==> src/rtl/drum_sequencer.sv <==
// Top-level sequencer for the drum-synthesis column array: column reset, iteration
// stepping, sample handshake, strike handling, timeout and profiling (DRUM_SEQ_PROFILE_EN).
module drum_sequencer #(
   parameter int NUM_COLUMNS = 30,
   parameter int DATA_W      = 18,
   parameter int CYC_W       = 13
) (
   input  logic                     clk,
   input  logic                     reset,
   input  logic                     strike,
   input  logic [NUM_COLUMNS-1:0]   col_done,
   input  logic signed [DATA_W-1:0] center_node,
   output logic                     col_reset,
   output logic                     iteration_enable,
   output logic                     sample_valid,
   output logic signed [DATA_W-1:0] sample_data,
   input  logic                     sample_ready,
   output logic                     busy,
   output logic [CYC_W-1:0]         iter_cycles,
   output logic [CYC_W-1:0]         iter_cycles_max,
   output logic                     timeout_err
);

   typedef enum logic [2:0] {COL_RST, LOAD_WAIT, VALID, GUARD, RUN} state_t;

   localparam logic [CYC_W-1:0] CYC_MAX = '1;
   localparam logic [CYC_W-1:0] CYC_ONE = CYC_W'(1);

   function automatic logic [CYC_W-1:0] sat_inc(input logic [CYC_W-1:0] v);
      return (v == CYC_MAX) ? v : v + CYC_ONE;
   endfunction

   state_t             state, state_nx;
   logic               phase, phase_nx;
   logic               strike_pend, pend_nx;
   logic [CYC_W-1:0]   cyc_cnt, cnt_nx;
   logic               enable_nx, latch_sample, latch_iter, timeout_nx;
   logic               all_done, strike_any, timed_out, handshake;

   assign all_done   = &col_done;
   assign strike_any = strike_pend | strike;
   assign timed_out  = (cyc_cnt == CYC_MAX);
   assign handshake  = sample_valid & sample_ready;

   always_ff @(posedge clk) begin
      if (reset) state <= COL_RST;
      else       state <= state_nx;
   end

   // phase doubles as the 2-cycle timer for both COL_RST and GUARD
   always_comb begin
      state_nx     = state;
      phase_nx     = 1'b0;
      pend_nx      = strike_pend;
      cnt_nx       = cyc_cnt;
      enable_nx    = 1'b0;
      latch_sample = 1'b0;
      latch_iter   = 1'b0;
      timeout_nx   = timeout_err;
      case (state)
         COL_RST: begin
            pend_nx = 1'b0;
            if (phase) begin
               state_nx = LOAD_WAIT;
               cnt_nx   = CYC_ONE;
            end else begin
               phase_nx = 1'b1;
            end
         end
         LOAD_WAIT: begin
            cnt_nx = sat_inc(cyc_cnt);
            if (strike) pend_nx = 1'b1;
            if (all_done) begin
               pend_nx = 1'b0;
               if (strike_any) begin
                  state_nx = COL_RST;
               end else begin
                  state_nx     = VALID;
                  latch_sample = 1'b1;
               end
            end else if (timed_out) begin
               pend_nx    = 1'b0;
               timeout_nx = 1'b1;
               state_nx   = COL_RST;
            end
         end
         VALID: begin
            if (strike_any) begin
               pend_nx  = 1'b0;
               state_nx = COL_RST;
            end else if (handshake) begin
               state_nx  = GUARD;
               enable_nx = 1'b1;
               cnt_nx    = CYC_ONE;
            end
         end
         GUARD: begin
            cnt_nx = sat_inc(cyc_cnt);
            if (strike) pend_nx = 1'b1;
            if (phase) state_nx = RUN;
            else       phase_nx = 1'b1;
         end
         RUN: begin
            cnt_nx = sat_inc(cyc_cnt);
            if (strike) pend_nx = 1'b1;
            if (all_done) begin
               latch_iter = 1'b1;
               pend_nx    = 1'b0;
               if (strike_any) begin
                  state_nx = COL_RST;
               end else begin
                  state_nx     = VALID;
                  latch_sample = 1'b1;
               end
            end else if (timed_out) begin
               pend_nx    = 1'b0;
               timeout_nx = 1'b1;
               state_nx   = COL_RST;
            end
         end
         default: state_nx = COL_RST;
      endcase
   end

   // outputs are registered from the next state so they line up with it
   always_ff @(posedge clk) begin
      if (reset) begin
         phase            <= 1'b0;
         strike_pend      <= 1'b0;
         cyc_cnt          <= '0;
         col_reset        <= 1'b1;
         iteration_enable <= 1'b0;
         sample_valid     <= 1'b0;
         sample_data      <= '0;
         busy             <= 1'b0;
         iter_cycles      <= '0;
         timeout_err      <= 1'b0;
      end else begin
         phase            <= phase_nx;
         strike_pend      <= pend_nx;
         cyc_cnt          <= cnt_nx;
         col_reset        <= (state_nx == COL_RST);
         iteration_enable <= enable_nx;
         sample_valid     <= (state_nx == VALID);
         busy             <= (state_nx == GUARD) || (state_nx == RUN);
         timeout_err      <= timeout_nx;
         if (latch_sample) sample_data <= center_node;
         if (latch_iter)   iter_cycles <= cyc_cnt;
      end
   end

`ifdef DRUM_SEQ_PROFILE_EN
   always_ff @(posedge clk) begin
      if (reset)                                     iter_cycles_max <= '0;
      else if (latch_iter && cyc_cnt > iter_cycles_max) iter_cycles_max <= cyc_cnt;
   end
`else
   assign iter_cycles_max = '0;
`endif

endmodule
==> config.mk <==
export PLATFORM = sky130hd
export DESIGN_NAME = drum_sequencer
export DESIGN_NICKNAME = d
export VERILOG_FILES = /design/src/rtl/drum_sequencer.sv
export SDC_FILE = /design/constraint.sdc
export NUM_CORES = 1
export LEC_CHECK = 0
export ABC_AREA = 1
export ABC_CLOCK_PERIOD_IN_PS = 2450
export BUFFER_PORTS_ARGS = -buffer_cell sky130_fd_sc_hd__buf_2
export CORE_UTILIZATION = 40
export CTS_CLUSTER_DIAMETER = 40
export DETAILED_ROUTE_END_ITERATION = 16
export PLACE_DENSITY = 0.74
export SYNTH_ARGS = -nofsm -noshare
export SYNTH_HDL_FRONTEND = slang
export SYNTH_SLANG_ARGS = --single-unit
==> constraint.sdc <==
create_clock -name clk -period 2.45 [get_ports clk]
set_input_delay 0.1225 -clock clk [delete_from_list [all_inputs] [get_ports clk]]
set_output_delay 0.1225 -clock clk [all_outputs]
set_load 0.02 [all_outputs]
==> run summary <==
status: finished, final reports clean
clock root buffer: clkbuf_8
largest family of logic cells by synthesized area: simple AND/OR/NAND/NOR gates
drt total wl: 5970 um
area of the multi-input gates: 1345 um2
grt ovf: 0
Cell Area, Synth: 2675 um2
post-layout net count: 537
Port-buffer cells: 87
worst-path maximum fanout: 14
startpoint types: flop
Detail Route Antenna Nets: 0
aggregate global-route resource usage: 0.1750
routability congestion estimate: 0.8850
Syn Inst Count: 399
VDD IR max: 0.0003012 V
H-tree lvl count: 2
row cnt: 29
Final min period: 1844 ps
area leader, netlist: dfxtp_1
#FFs+latches synth: 54
DR pass1 iterations: 4
initial antenna violation count: 0
pwr dens: 475.9 nW/um2
Netlist cell types: 30
fin crit share: 0.7526
DR vias/cell: 4.630
setup TNS: 0 ps
CTS tree: yes
Max Cap Viol: 0
Clk pin slew, worst setup/hold paths: 100 ps
Detailed Place HPWL: 4363 um
initial cell density of the core: 0.4189
Clock Sinks: 54
hold_sp: center_node[7]
Final Core Density: 0.5020
hold crit path type: primary input to flop
Critical Path Source: cyc_cnt[0]$_SDFFE_PP0P_
routed vias: 2602
Boundary Pins: 101
top cell type's share of synthesized area: 0.4041
layout cell share with drive strength beyond 1: 0.2557
die height: 83.78 um
diode count: 0
first-pass GRT wire length: 10250 um
Post-CTS Repair Setup Buffers: 0
Avg Synthesized Cell Area: 6.704 um2
area grow syn2layout: 19.83%
r2r startpoint: cyc_cnt[0]$_SDFFE_PP0P_
Hold Fails Final Rpt: 0
Final Setup Violations: 0
fillcell total: 663
core box area: 6386 um2
Iteration-0 DRC Markers: 84
worst endpoint data arrival time: 2050 ps
vias in the first global route: 2431
post-synthesis simple-gate area fraction: 0.3700
leakage power: 1.638 nW
top post-synthesis cells by area: dfxtp_1 (40%), nor2_1 (15%), nand2_1 (13%)
TritonCTS buffer count: 5
Fmax: 542.3 MHz
die area: 7019 um2
RSZ-0062 raised after global routing: false
Synth Area in XOR/XNOR: 0.02619
Compound-Gate Fraction of Synth Area: 0.08372
die width: 83.78 um
post-synthesis sequential area ratio: 0.4041
mux contribution to synthesized area: 0
clk_lat worst skew: 310 ps
critical path type: flop to flop
largest net degree at the start of global routing: 27
Adder-Cell Fraction of Synth Area: 0.004677
fin. max-slew vios: 0
synth warn: 0
Setup Skew: 7.958 ps
# resized after CTS: 0
wire per inst: 10.62 um
Worst EP required: 2660 ps
FF+latch area: 1081 um2
Worst Setup End Kind: flop
CTS Buffer Depth: 2
DRC errors left: 0
Hold-fix buffers, CTS: 0
## critical path, cell delays in order, from the launching register on
cell and delay [ps]:
dfxtp_1 440, ha_1 320, inv_2 70, nor2_4 140
nand2_2 90, nor2_4 160, nand2_2 80, nand2_4 160
inv_1 120, o21ai_1 130, nor2_1 50
## per-layer routing
layer,track usage,part of all wire,vias up
met3,0.03660,0.053,9
li1,-,-,1374
met4,0.06009,0.014,0
met1,0.2158,0.47,1134
met2,0.3016,0.46,85
met5,0,0,-
## cells by family (layout without fill, tap and decap cells)
kind of cell / Yosys count / in the layout
other: 1 / 13
flip-flops: 54 / 54
AO/OA/AOI/OAI: 39 / 39
AND/OR/NAND/NOR: 235 / 235
adder cells (fa/ha/maj): 1 / 1
XOR/XNOR: 8 / 8
buffers and inverters: 61 / 135
## area by class of cell
class,count,share of cell area
multi-input cells,296,0.4196
well taps,77,0.03005
inverters,37,0.04333
flip-flops and latches,54,0.3372
clock buffers,6,0.02264
repair buffers,90,0.1429
clock inverters,2,0.004294
## where the power goes
part	internal [W]	switching (W)	total (W)
registers	0.000884	0.00000695	0.000891
logic	0.0000506	0.0000956	0.000146
clock network	0.000202	0.000286	0.000488
## stage by stage
stage	power (W)	hold slack [ps]	setup slack, ps	instances	cell area [um2]
after global routing	0.001596	17.54	402.5	562	3206
after detailed placement	0.001056	351.5	615.7	554	3119
after global placement	0.001053	343.3	690.5	554	3119
final	0.001525	28.16	606.1	562	3206
after floorplan	0.001020	257.4	869.2	411	2720
after CTS	0.001544	19.60	597.6	562	3206
## Yosys cell counts (all sizes together)
| cell type | count |
|---|---|
| nor3 | 4 |
| xor2 | 8 |
| nand2 | 100 |
| buf | 18 |
| clkbuf | 6 |
| nor2 | 108 |
| dfxtp | 54 |
| inv | 36 |
| o211ai | 1 |
| a21oi | 16 |
| ha | 1 |
| clkinv | 1 |
| conb | 1 |
| or2 | 2 |
| o21ai | 21 |
| nand3b | 1 |
| nand4 | 6 |
| nand3 | 14 |
| a31o | 1 |
## sequential cells by signal, indices dropped and copies added (netlist names)
signal	count
col_reset	1
timeout_err	1
sample_valid	1
iteration_enable	1
sample_data	18
cyc_cnt	13
strike_pend	1
state	3
busy	1
phase	1
iter_cycles	13
## worst paths after layout
check / end / slack (ps) / depth (start not counted)
min reg2reg: timeout_err$_SDFFE_PP0P_ / 450 / 2
min: sample_data[7]$_SDFFE_PP0P_ / 30 / 3
max reg2reg: cyc_cnt[0]$_SDFFE_PP0P_ / 610 / 10
max: cyc_cnt[0]$_SDFFE_PP0P_ / 610 / 10
## placed cells by master, fill, tap and decap left out, types with 6 or more instances in the layout
master	count
a21oi_1	10
nor2_1	104
inv_1	32
nand2_2	7
xor2_1	8
o21ai_0	19
dfxtp_1	54
a21oi_2	6
conb_1	13
nand3_1	13
buf_2	87
nand2_1	92
No activity file was read; power rests on OpenSTA's default activity.
